`config.mk`:
```
export PLATFORM = sky130hd
export DESIGN_NAME = memoria_dp_sync_flat
export DESIGN_NICKNAME = d
export VERILOG_FILES = /design/src/rtl/memoria_pkg.sv /design/src/rtl/memoria_dp_sync_if.sv /design/src/rtl/memoria_clr_fsm.sv /design/src/rtl/memoria_dp_sync.sv /design/src/flat_wrapper.sv
export SDC_FILE = /design/constraint.sdc
export NUM_CORES = 1
export LEC_CHECK = 0
export BUFFER_PORTS_ARGS = -buffer_cell sky130_fd_sc_hd__buf_2
export CORE_UTILIZATION = 45
export CTS_BUF_LIST = sky130_fd_sc_hd__clkbuf_16
export CTS_CLUSTER_SIZE = 12
export DETAILED_ROUTE_END_ITERATION = 6
export MAX_ROUTING_LAYER = met4
export PLACE_DENSITY = 0.7
export SLEW_MARGIN = 20
export SYNTH_ARGS = -nofsm -noshare
export SYNTH_HDL_FRONTEND = slang
export SYNTH_SLANG_ARGS = --single-unit
```
`constraint.sdc`:
```
create_clock -name clk -period 2.75 [get_ports clk]
set_input_delay 0.275 -clock clk [delete_from_list [all_inputs] [get_ports clk]]
set_output_delay 0.275 -clock clk [all_outputs]
set_load 0.1 [all_outputs]
```
`src/rtl/memoria_pkg.sv`:
```
// Shared types and constants for the memoria_dp_sync dual-port RAM.
package memoria_pkg;

    typedef enum logic {INIT, RUN} state_e;

    localparam logic RD = 1'b1;
    localparam logic WR = 1'b0;

    localparam int unsigned PRIO_A = 0;
    localparam int unsigned PRIO_B = 1;

endpackage

```
`src/rtl/memoria_dp_sync_if.sv`:
```
// Bus bundle for both memoria_dp_sync ports plus the collision status outputs.
interface memoria_dp_sync_if #(
    parameter int unsigned AW = 3,
    parameter int unsigned DW = 4,
    parameter int unsigned CW = 8
);
    logic          reqA;
    logic          rwA;
    logic [AW-1:0] AddrA;
    logic [DW-1:0] DataInA;
    logic          readyA;
    logic [DW-1:0] DataOutA;
    logic          validA;

    logic          reqB;
    logic          rwB;
    logic [AW-1:0] AddrB;
    logic [DW-1:0] DataInB;
    logic          readyB;
    logic [DW-1:0] DataOutB;
    logic          validB;

    logic          collision;
    logic [CW-1:0] coll_count;

    modport master (
        output reqA, rwA, AddrA, DataInA, reqB, rwB, AddrB, DataInB,
        input  readyA, DataOutA, validA, readyB, DataOutB, validB, collision, coll_count
    );

    modport slave (
        input  reqA, rwA, AddrA, DataInA, reqB, rwB, AddrB, DataInB,
        output readyA, DataOutA, validA, readyB, DataOutB, validB, collision, coll_count
    );

endinterface

```
`src/rtl/memoria_clr_fsm.sv`:
```
// INIT/RUN sequencer: sweeps every address to zero after reset, then raises ready.
module memoria_clr_fsm
    import memoria_pkg::*;
#(
    parameter int unsigned AW = 3
) (
    input  logic          clk_i,
    input  logic          reset_i,
    output logic          clr_we_o,
    output logic [AW-1:0] clr_addr_o,
    output logic          ready_o
);

    localparam logic [AW-1:0] PtrMax = '1;

    state_e        state_q;
    logic [AW-1:0] ptr_q;
    logic          ready_q;

    always_ff @(posedge clk_i) begin
        if (reset_i) begin
            state_q <= INIT;
            ptr_q   <= '0;
            ready_q <= 1'b0;
        end else begin
            unique case (state_q)
                INIT: begin
                    ptr_q <= ptr_q + 1'b1;
                    // Last clear write: ready goes high together with the RUN transition.
                    if (ptr_q == PtrMax) begin
                        state_q <= RUN;
                        ready_q <= 1'b1;
                    end
                end
                RUN: ready_q <= 1'b1;
            endcase
        end
    end

    assign clr_we_o   = (state_q == INIT) & ~reset_i;
    assign clr_addr_o = ptr_q;
    assign ready_o    = ready_q;

endmodule

```
`src/rtl/memoria_dp_sync.sv`:
```
// True dual-port synchronous RAM with handshake, registered reads and collision arbitration.
// Optional macro MEM_BYPASS_EN selects write-first forwarding for read/write same-address.
module memoria_dp_sync
    import memoria_pkg::*;
#(
    parameter int unsigned AW   = 3,
    parameter int unsigned DW   = 4,
    parameter int unsigned PRIO = 0,
    parameter int unsigned CW   = 8
) (
    input logic              clk,
    input logic              reset,
    memoria_dp_sync_if.slave bus
);

    localparam logic [CW-1:0] CntMax = '1;
    localparam bit AWins = (PRIO == PRIO_A);

    logic [DW-1:0] mem_q [2**AW];

    logic          clr_we;
    logic [AW-1:0] clr_addr;
    logic          ready;

    logic          acc_a, acc_b;
    logic          wr_a, wr_b, rd_a, rd_b;
    logic          coll;
    logic          keep_a, keep_b;
    logic [DW-1:0] rdata_a, rdata_b;

    logic [DW-1:0] dout_a_q, dout_b_q;
    logic          valid_a_q, valid_b_q;
    logic          coll_q;
    logic [CW-1:0] coll_cnt_q;

    memoria_clr_fsm #(
        .AW (AW)
    ) u_clr_fsm (
        .clk_i      (clk),
        .reset_i    (reset),
        .clr_we_o   (clr_we),
        .clr_addr_o (clr_addr),
        .ready_o    (ready)
    );

    // Ready is registered, so it may still read high during the first reset cycle.
    assign acc_a = bus.reqA & ready & ~reset;
    assign acc_b = bus.reqB & ready & ~reset;
    assign wr_a  = acc_a & (bus.rwA == WR);
    assign wr_b  = acc_b & (bus.rwB == WR);
    assign rd_a  = acc_a & (bus.rwA == RD);
    assign rd_b  = acc_b & (bus.rwB == RD);
    assign coll  = wr_a & wr_b & (bus.AddrA == bus.AddrB);

    assign keep_a = wr_a & ~(coll & ~AWins);
    assign keep_b = wr_b & ~(coll & AWins);

    always_comb begin
        rdata_a = mem_q[bus.AddrA];
        rdata_b = mem_q[bus.AddrB];
`ifdef MEM_BYPASS_EN
        if (wr_b && (bus.AddrB == bus.AddrA)) rdata_a = bus.DataInB;
        if (wr_a && (bus.AddrA == bus.AddrB)) rdata_b = bus.DataInA;
`else
`endif
    end

    always_ff @(posedge clk) begin
        if (clr_we) mem_q[clr_addr] <= '0;
        if (keep_a) mem_q[bus.AddrA] <= bus.DataInA;
        if (keep_b) mem_q[bus.AddrB] <= bus.DataInB;
    end

    always_ff @(posedge clk) begin
        if (reset) begin
            dout_a_q   <= '0;
            dout_b_q   <= '0;
            valid_a_q  <= 1'b0;
            valid_b_q  <= 1'b0;
            coll_q     <= 1'b0;
            coll_cnt_q <= '0;
        end else begin
            valid_a_q <= rd_a;
            valid_b_q <= rd_b;
            if (rd_a) dout_a_q <= rdata_a;
            if (rd_b) dout_b_q <= rdata_b;
            coll_q <= coll;
            if (coll && (coll_cnt_q != CntMax)) coll_cnt_q <= coll_cnt_q + 1'b1;
        end
    end

    assign bus.readyA     = ready;
    assign bus.readyB     = ready;
    assign bus.DataOutA   = dout_a_q;
    assign bus.DataOutB   = dout_b_q;
    assign bus.validA     = valid_a_q;
    assign bus.validB     = valid_b_q;
    assign bus.collision  = coll_q;
    assign bus.coll_count = coll_cnt_q;

endmodule

```
`src/flat_wrapper.sv`:
```
// flat-port wrapper written by rule: the top's interface ports become plain ports
module memoria_dp_sync_flat import memoria_pkg::*;
#(
    parameter int unsigned AW   = 3,
    parameter int unsigned DW   = 4,
    parameter int unsigned PRIO = 0,
    parameter int unsigned CW   = 8
)
  (clk, reset, bus_reqA, bus_rwA, bus_AddrA, bus_DataInA, bus_reqB, bus_rwB, bus_AddrB, bus_DataInB, bus_readyA, bus_DataOutA, bus_validA, bus_readyB, bus_DataOutB, bus_validB, bus_collision, bus_coll_count);
  memoria_dp_sync_if #(.AW(AW), .DW(DW), .CW(CW)) bus_i ();
  input logic clk;
  input logic reset;
  input wire logic [$bits(bus_i.reqA)-1:0] bus_reqA;
  input wire logic [$bits(bus_i.rwA)-1:0] bus_rwA;
  input wire logic [$bits(bus_i.AddrA)-1:0] bus_AddrA;
  input wire logic [$bits(bus_i.DataInA)-1:0] bus_DataInA;
  input wire logic [$bits(bus_i.reqB)-1:0] bus_reqB;
  input wire logic [$bits(bus_i.rwB)-1:0] bus_rwB;
  input wire logic [$bits(bus_i.AddrB)-1:0] bus_AddrB;
  input wire logic [$bits(bus_i.DataInB)-1:0] bus_DataInB;
  output wire logic [$bits(bus_i.readyA)-1:0] bus_readyA;
  output wire logic [$bits(bus_i.DataOutA)-1:0] bus_DataOutA;
  output wire logic [$bits(bus_i.validA)-1:0] bus_validA;
  output wire logic [$bits(bus_i.readyB)-1:0] bus_readyB;
  output wire logic [$bits(bus_i.DataOutB)-1:0] bus_DataOutB;
  output wire logic [$bits(bus_i.validB)-1:0] bus_validB;
  output wire logic [$bits(bus_i.collision)-1:0] bus_collision;
  output wire logic [$bits(bus_i.coll_count)-1:0] bus_coll_count;
  assign bus_i.reqA = bus_reqA;
  assign bus_i.rwA = bus_rwA;
  assign bus_i.AddrA = bus_AddrA;
  assign bus_i.DataInA = bus_DataInA;
  assign bus_i.reqB = bus_reqB;
  assign bus_i.rwB = bus_rwB;
  assign bus_i.AddrB = bus_AddrB;
  assign bus_i.DataInB = bus_DataInB;
  assign bus_readyA = bus_i.readyA;
  assign bus_DataOutA = bus_i.DataOutA;
  assign bus_validA = bus_i.validA;
  assign bus_readyB = bus_i.readyB;
  assign bus_DataOutB = bus_i.DataOutB;
  assign bus_validB = bus_i.validB;
  assign bus_collision = bus_i.collision;
  assign bus_coll_count = bus_i.coll_count;
  memoria_dp_sync #(.AW(AW), .DW(DW), .PRIO(PRIO), .CW(CW)) u_core (.clk(clk), .reset(reset), .bus(bus_i));
endmodule
```
; ---- Word-level counts from Yosys, hierarchy flattened
; Memories as Yosys holds them, arrays and structs flattened. A register that Yosys moved wholly into a read port is not among the register bits.
; Index checks and enable logic that the tools add are counted.
[op_classes]
n_addsub = 2
eq_ne = 4
muxes = 10
n_bitwise = 17
n_reduce_logical = 1
[op_table]
columns = op, n
row1 = $and A1 B1 Y1, 12
row2 = $mux W1, 9
row3 = $add A8 B1 Y8 const B, 1
row4 = $ne A8 B8 Y1 const B, 1
row5 = $not A1 Y1, 5
row6 = $add A3 B1 Y3 const B, 1
row7 = $eq A3 B3 Y1, 1
row8 = $eq A3 B3 Y1 const B, 1
row9 = $ne A2 B2 Y1 const B, 1
row10 = $pmux W1 S2, 1
row11 = $logic_and A1 B1 Y1, 1
[totals]
register_bits = 16
mem_bits_rw = 32
in_bits = 20
output_inout_bits = 21
n_memories = 1
[mem_list]
columns = name, depth, word_bits, read_ports, rd_clocked_by_memory_dff, write_ports, line_no
row1 = u_core.mem_q, 8, 4, 2, 2, 3, memoria_dp_sync.sv:19  ; logic [DW-1:0] mem_q [2**AW];

; ---- Logic depth before layout (Yosys ltp)
; Gate-level depths: netlist (run 1).
[depth]
word_depth = 9
ltp_mapped = 7

; ---- Hierarchy
; From an unflattened synthesis (run 1), not the netlist that was laid out.
[unflattened]
hier_cells = 282
hier_area_um2 = 3100.5
[modules_own_cells]
columns = module, instances, cells_per_inst, area_each_um2, seq_area_each_um2
row1 = memoria_dp_sync, 1, 263, 2904.0, 1341.3
row2 = memoria_clr_fsm, 1, 19, 196.4, 100.1

; ---- Least setup slack after synthesis (run 1)
; OpenSTA, ideal clock, no wires.
[synth_path]
path_type = register to register
startpoint = register u_core.u_clr_fsm.ready_q, in the netlist u_core.u_clr_fsm.ready_o
endpoint = memory u_core.mem_q[5][0], enable pin
t_arrival_ns = 2.173
required_ns = 2.487
path_slack_ns = 0.313
stages_incl_launch_ff = 6
n_path_buf = 1
period_less_slack_ns = 2.437
path_cell_list = dfxtp_1 and4bb_1 nand4_2 and3_1 clkbuf_1 a211o_1
[synth_rtl]
columns = element, line_no
row1 = start: declaration, memoria_clr_fsm.sv:18  ; logic ready_q;
row2 = start signal: assignment, memoria_clr_fsm.sv:24  ; ready_q <= 1'b0;
row3 = start signal: assignment, memoria_clr_fsm.sv:32  ; ready_q <= 1'b1;
row4 = start signal: assignment, memoria_clr_fsm.sv:35  ; RUN: ready_q <= 1'b1;
row5 = end: declaration, memoria_dp_sync.sv:19

==> impl_metrics.csv, run 1 <==
group,metric,value,unit
floorplan,start_util,0.466,
yosys,synth-edff-count,32,
placed_design,dpl_cell_area,3430,sq um
final_layout,seqCellArea,1440,sq um
global_routing,grt_pass1_wl,13200,um
yosys,synth_cell_types,53,
timing,setup_viol,0,
detailed_routing,dr.pass1.iters,4,
detailed_routing,remaining_drc_errors,0,
floorplan,core_area,6830,sq um
worst_setup_path,cp.buffers_inverters,1,
power_and_ir_drop,ir_drop,0.235,mV
detailed_routing,antenna_left,0,
timing,hold_viol,0,
worst_hold_path,worstHoldStart,"reset",
worst_setup_path,critPathLaunchType,"register",
yosys,netlist_area,3180,sq um
global_routing,grt_max_degree,24,
detailed_routing,num_vias,2741,
yosys,syn_avg_cell_area,10.0,sq um
yosys,synth.area.mux_share,0.0767,
yosys,yosys_warnings,0,
clock_tree,worstSkewPairLatency,300,ps
yosys,synthDominantCellAreaShare,0.302,
clock_tree,cts_setup_buffers,0,
final_layout,nNetsFinal,368,
yosys,ys_seq_area_frac,0.453,
yosys,synth.area.top_cells,"edfxtp_1 (30%), dfxtp_1 (15%), a32o_1 (5.7%)",
yosys,synth_compound_area_frac,0.219,
timing,tns,0,ps
clock_tree,cts_sinks,56,
clock_tree,numCtsBuffers,5,
clock_tree,clk_path_buf_depth,2,
clock_tree,clk_pin_slew,70,ps
yosys,synth_xor_area_frac,0.0110,
clock_tree,ctsHoldBuffers,0,
timing,finClkSkew,7.37,ps
timing,slew_viol_final,0,
yosys,synth_top_family_by_area,"compound AO/OA/AOI/OAI gates",
global_routing,first_global_vias,2486,
worst_setup_path,worstSetupEndpointType,"register",
worst_setup_path,crit_path_cell_trace,"and4bb_1, nand4_2, buf_4, nand3_1, o21ai_0",
final_layout,synthToLayoutAreaGrowth,13.1,%
floorplan,fp.dieH,86.1,um
worst_setup_path,r2r-end,"u_core.mem_q[2][1]$_DFFE_PP_",
detailed_routing,vias_per_cell,6.20,
timing,period_minus_slack,1960,ps
global_routing,grt_usage,0.246,
floorplan,dieArea,7410,sq um
job,maxCapViolations,0,
final_layout,multi_input_area,1570,sq um
placed_design,place_congestion,0.940,
placed_design,hpwl,6180,um
yosys,synth_fp_nets,341,
final_layout,num_antenna_cells,0,
timing,grt_setup_unrepaired,"no",
floorplan,num_io_pins,41,
timing,fin_crit_sh,0.713,
timing,timing.fmax,0.510,GHz
global_routing,overflow,0,
worst_setup_path,crit_type,"register to register",
worst_hold_path,hp-class,"input port to register",
worst_setup_path,critical_path.max_fanout,20,
worst_setup_path,cpPeakStageDelay,510,ps
run_status,status,"finished, final reports clean",
power_and_ir_drop,leakage,0.00134,uW
worst_setup_path,crit_required,2690,ps
worst_setup_path,cp_slowest_cell,"o21ai_0",
clock_tree,cts_root_buf,"clkbuf_16",
worst_setup_path,path_depth,5,
worst_setup_path,reg2reg_depth,5,
floorplan,fp.dieW,86.1,um
yosys,synth_fa_ha_area_frac,0.0118,
clock_tree,cts_resized,0,
detailed_routing,avgRoutedWirePerCell,19.0,um
timing,worst_pin_slew,688,ps
detailed_routing,wl,8410,um
final_layout,final_area,3600,sq um
placed_design,portBuffers,40,
yosys,synth_simple_gate_area_frac,0.175,
worst_hold_path,whs_endpoint,"u_core.u_clr_fsm.ready_o$_SDFFE_PP0P_",
floorplan,num_rows,30,
yosys,synth_top_cell_by_area,"edfxtp_1",
final_layout,drive_gt1_frac,0.182,
yosys,syn_inst,318,
final_layout,n_fill_cell,660,
worst_setup_path,cp_data_arrival_time,1900,ps
global_routing,antenna_found_initial,0,
yosys,synthFlopType,"edfxtp_1",
worst_setup_path,cp_top_family,"compound AO/OA/AOI/OAI gates",
worst_setup_path,r2r_slack,790,ps
yosys,postSynth.asyncResetShare,0,
timing,relSlewSlack,0.540,
clock_tree,cts_tree,"built",
power_and_ir_drop,p_per_area,510,nW/um^2
worst_setup_path,reg2reg_from,"u_core.u_clr_fsm.ready_o$_SDFFE_PP0P_",
yosys,yosys_register_bits,56,
clock_tree,htreeDepth,2,
detailed_routing,first_iter_violations,283,
worst_hold_path,whs_path_depth,2,
## cell type report
class / instances / area share
Clock buffer: 5 / 0.0348
Clock inverter: 3 / 0.0129
Inverter: 12 / 0.0125
Multi-Input combinational cell: 223 / 0.436
Sequential cell: 56 / 0.400
Tap cell: 96 / 0.0334
Timing Repair Buffer: 47 / 0.0702
## worst reg2reg max path, cell delays in order, from the launching register on
cell and delay, ps:
dfxtp_1 350, and4bb_1 250, nand4_2 90, buf_4 230
nand3_1 170, o21ai_0 510
## through the flow
step                      worst slack [ps]  utilization  instances  power [uW]  hold slack [ps]
after floorplan                        313            -        318        1060              479
after detailed placement               613        0.502        434        1120              481
after global placement                 709        0.502        434        1110              477
after CTS                              815        0.527        442        1840              244
final                                  789        0.527        442        1840              247
after global routing                   629        0.527        442        1900              259
## how the worst max path moves through the flow
stage / startpoint / end / slack [ps]
after floorplan: u_core.u_clr_fsm.ready_o$_SDFFE_PP0P_ / u_core.mem_q[5][0]$_DFFE_PP_ / 310
after global placement: reset / u_core.mem_q[6][0]$_DFFE_PP_ / 710
after detailed placement: bus_AddrA[0] / u_core.mem_q[2][1]$_DFFE_PP_ / 610
after CTS: u_core.u_clr_fsm.ready_o$_SDFFE_PP0P_ / u_core.mem_q[2][3]$_DFFE_PP_ / 820
after global routing: u_core.u_clr_fsm.ready_o$_SDFFE_PP0P_ / u_core.mem_q[2][3]$_DFFE_PP_ / 630
final: u_core.u_clr_fsm.ready_o$_SDFFE_PP0P_ / u_core.mem_q[2][1]$_DFFE_PP_ / 790
## sequential cells by signal, indices dropped and copies added, names as in the netlist
| signal | flops |
|---|---|
| u_core.bus.validA | 1 |
| u_core.u_clr_fsm.state_q | 1 |
| u_core.bus.coll_count | 8 |
| u_core.u_clr_fsm.clr_addr_o | 3 |
| u_core.bus.validB | 1 |
| u_core.mem_q | 32 |
| u_core.bus.DataOutA | 4 |
| u_core.u_clr_fsm.ready_o | 1 |
| u_core.bus.DataOutB | 4 |
| u_core.bus.collision | 1 |
## synthesized netlist by cell type (3+ instances only)
master and instances:
a211o_1 6, a211oi_1 5, a21oi_1 8, a221o_1 4, a22o_1 8, a311o_1 3, a311oi_1 3, a32o_1 18
and3_1 5, buf_1 7, buf_2 6, clkbuf_1 11, dfxtp_1 24, edfxtp_1 32, ha_1 3, inv_1 12
mux2i_1 12, mux4_2 4, nand2_1 20, nand2b_1 9, nand3_1 6, nor2_1 33, nor2b_1 7, nor3_1 6
o21ai_0 19, o2bb2ai_1 3, o31ai_1 5, or3_1 3, or4_1 5, xnor2_1 3
## layer usage
| metal | vias up | wire (um) | GRT usage |
|---|---|---|---|
| met5 | - | 0 | - |
| met4 | 0 | 142 | 0.0955 |
| met3 | 17 | 826 | 0.0568 |
| met2 | 161 | 3770 | 0.356 |
| met1 | 1294 | 3680 | 0.333 |
| li1 | 1269 | - | - |
## logic make-up (layout without fill, tap and decap cells)
logic type,Yosys count,after routing
multiplexers,19,19
AO/OA/AOI/OAI,90,90
buffers and inverters,39,67
flip-flops,56,56
adder cells (fa/ha/maj),3,3
XOR/XNOR,4,4
AND/OR/NAND/NOR,107,107
## power breakdown
| group | internal, uW | leakage, uW | total, uW | switching (uW) |
|---|---|---|---|---|
| sequential | 899 | 0.000471 | 916 | 17.4 |
| combinational | 67.5 | 0.000788 | 187 | 119 |
| clock | 433 | 0.0000804 | 735 | 301 |
## cell usage in the layout (no fill, tap or decap), types with 3 or more instances in the layout
cell,synthesis,final
a211o_1,6,6
a211oi_1,5,5
a21oi_1,8,8
a221o_1,4,4
a22o_1,8,8
a311o_1,3,3
a311oi_1,3,3
a32o_1,18,18
and3_1,5,5
buf_2,6,40
buf_4,1,7
clkbuf_16,0,5
dfxtp_1,24,24
edfxtp_1,32,32
ha_1,3,3
inv_1,12,12
mux2i_1,12,12
mux4_2,4,4
nand2_1,20,20
nand2b_1,9,9
nand3_1,6,6
nor2_1,33,33
nor2b_1,7,7
nor3_1,6,6
o21ai_0,19,19
o2bb2ai_1,3,3
o31ai_1,5,5
or3_1,3,3
or4_1,5,5
xnor2_1,3,3
Power figures use the tool's default switching activity.
==> run 2, diff against run 1 <==
==> constraint.sdc (replaced) <==
create_clock -name clk -period 2 [get_ports clk]
set_input_delay 0.2 -clock clk [delete_from_list [all_inputs] [get_ports clk]]
set_output_delay 0.2 -clock clk [all_outputs]
set_load 0.1 [all_outputs]
==> impl_metrics.csv, run 2 (synthesized netlist as in run 1, its figures left out) <==
group,metric,value,unit
run_status,status,"finished, final reports clean",
timing,setup_ws,127,ps
timing,finClkSkew,3.30,ps
floorplan,num_io_pins,41,
power_and_ir_drop,finalPower,2360,uW
placed_design,dp_slack,132,ps
clock_tree,ctsHoldBuffers,0,
detailed_routing,wl,8450,um
clock_tree,cts_setup_buffers,0,
detailed_routing,antenna_left,0,
global_routing,first_global_vias,2604,
clock_tree,clk_pin_slew,70,ps
detailed_routing,vias_per_cell,5.91,
floorplan,start_util,0.466,
clock_tree,cts_resized,0,
job,maxCapViolations,0,
final_layout,final_area,3740,sq um
final_layout,drive_gt1_frac,0.236,
worst_setup_path,r2r-end,"u_core.mem_q[1][1]$_DFFE_PP_",
clock_tree,cts_sinks,56,
detailed_routing,num_vias,2744,
floorplan,fp.dieH,86.1,um
worst_setup_path,reg2reg_from,"u_core.u_clr_fsm.ready_o$_SDFFE_PP0P_",
global_routing,grt_max_degree,23,
final_layout,largest_reg_flops,32,
final_layout,nNetsFinal,390,
worst_setup_path,critical_path.max_fanout,6,
clock_tree,worstSkewPairLatency,290,ps
timing,tns,0,ps
final_layout,synthToLayoutAreaGrowth,17.5,%
timing,fin_crit_sh,0.937,
floorplan,dieArea,7410,sq um
timing,relSlewSlack,0.522,
final_layout,num_antenna_cells,0,
worst_setup_path,crit_required,1990,ps
power_and_ir_drop,p_seq_frac,0.532,
power_and_ir_drop,p_comb_frac,0.115,
worst_hold_path,whs_path_depth,2,
timing,hold_viol,0,
global_routing,antenna_found_initial,0,
power_and_ir_drop,leakage,0.00144,uW
worst_setup_path,r2r_slack,130,ps
floorplan,fp.dieW,86.1,um
detailed_routing,remaining_drc_errors,0,
floorplan,num_rows,30,
global_routing,grt_usage,0.245,
worst_setup_path,reg2reg_depth,5,
power_and_ir_drop,p_per_area,632,nW/um^2
clock_tree,htreeDepth,2,
timing,worst_pin_slew,715,ps
placed_design,place_congestion,0.924,
clock_tree,cts_tree,"built",
detailed_routing,avgRoutedWirePerCell,18.2,um
timing,grt_setup_unrepaired,"no",
detailed_routing,dr.pass1.iters,5,
worst_hold_path,worstHoldStart,"reset",
clock_tree,cts_root_buf,"clkbuf_16",
worst_hold_path,hp-class,"input port to register",
power_and_ir_drop,ir_drop,0.353,mV
worst_setup_path,cp_data_arrival_time,1860,ps
timing,period_minus_slack,1870,ps
placed_design,portBuffers,40,
worst_setup_path,worstSetupEndpointType,"register",
power_and_ir_drop,switching_share,0.241,
clock_tree,clk_path_buf_depth,2,
final_layout,top_register,"u_core.mem_q",
worst_hold_path,whs_endpoint,"u_core.bus.coll_count[3]$_SDFFE_PP0P_",
floorplan,core_area,6830,sq um
final_layout,n_fill_cell,630,
timing,timing.fmax,0.534,GHz
placed_design,dpl_cell_area,3600,sq um
final_layout,most-common-layout-cells,"buf_2 (40), nor2_1 (33), edfxtp_1 (32)",
timing,hold-worst-slack,164,ps
worst_setup_path,crit_type,"register to register",
timing,setup_viol,0,
global_routing,overflow,0,
worst_setup_path,critPathLaunchType,"register",
power_and_ir_drop,pwr-share-clk,0.353,
placed_design,hpwl,6380,um
detailed_routing,first_iter_violations,270,
power_and_ir_drop,p_switching,571,uW
timing,slew_viol_final,0,
clock_tree,numCtsBuffers,5,
global_routing,grt_pass1_wl,13200,um
power_and_ir_drop,p_int,1790,uW
final_layout,final_common_cell,"buf_2",
==> run 2: routing by layer <==
| layer | up-vias | wire [um] | GRT usage | part of all wire |
|---|---|---|---|---|
| li1 | 1315 | - | - | - |
| met1 | 1280 | 3690 | 0.331 | 0.44 |
| met2 | 133 | 3870 | 0.364 | 0.46 |
| met3 | 16 | 676 | 0.0433 | 0.080 |
| met4 | 0 | 226 | 0.103 | 0.027 |
| met5 | - | 0 | - | 0 |
==> run 2: worst max-delay path by stage <==
| stage | start | endpoint | slack, ps |
|---|---|---|---|
| after global placement | reset | u_core.mem_q[1][1]$_DFFE_PP_ | 160 |
| after CTS | u_core.u_clr_fsm.ready_o$_SDFFE_PP0P_ | u_core.mem_q[1][1]$_DFFE_PP_ | 160 |
| final | u_core.u_clr_fsm.ready_o$_SDFFE_PP0P_ | u_core.mem_q[1][1]$_DFFE_PP_ | 130 |
| after global routing | u_core.u_clr_fsm.ready_o$_SDFFE_PP0P_ | u_core.bus.coll_count[6]$_SDFFE_PP0P_ | 30 |
| after floorplan | u_core.bus.coll_count[4]$_SDFFE_PP0P_ | u_core.bus.coll_count[1]$_SDFFE_PP0P_ | 20 |
| after detailed placement | reset | u_core.bus.coll_count[6]$_SDFFE_PP0P_ | 130 |
==> run 2: worst max-delay path, cell delays in order, from the launching register on <==
cell and delay (ps):
dfxtp_4 370, and4bb_1 240, buf_4 130, or2b_1 250, nor2_1 310, a211o_1 270
==> run 2: power by group through the flow <==
stage	clock [uW]	sequential [uW]	combinational (uW)
final	834	1260	272
after global routing	901	1260	293
after CTS	851	1260	268
after detailed placement	0	1280	266
after global placement	0	1280	263
after floorplan	0	1280	172
==> run 2: layout make-up <==
cell class,count,area [sq um],share of cell area
multi-input combinational,223,1570,0.420
sequential,56,1450,0.388
timing repair buffer,69,418,0.112
clock buffer,5,125,0.0335
tap,96,120,0.0321
inverter,12,45.0,0.0120
clock inverter,3,11.3,0.00301
==> run 2: metrics by stage <==
step | utilization | cells
floorplan | - | 318
global placement | 0.527 | 456
detailed placement | 0.527 | 456
CTS | 0.547 | 464
global route | 0.547 | 464
finish | 0.547 | 464
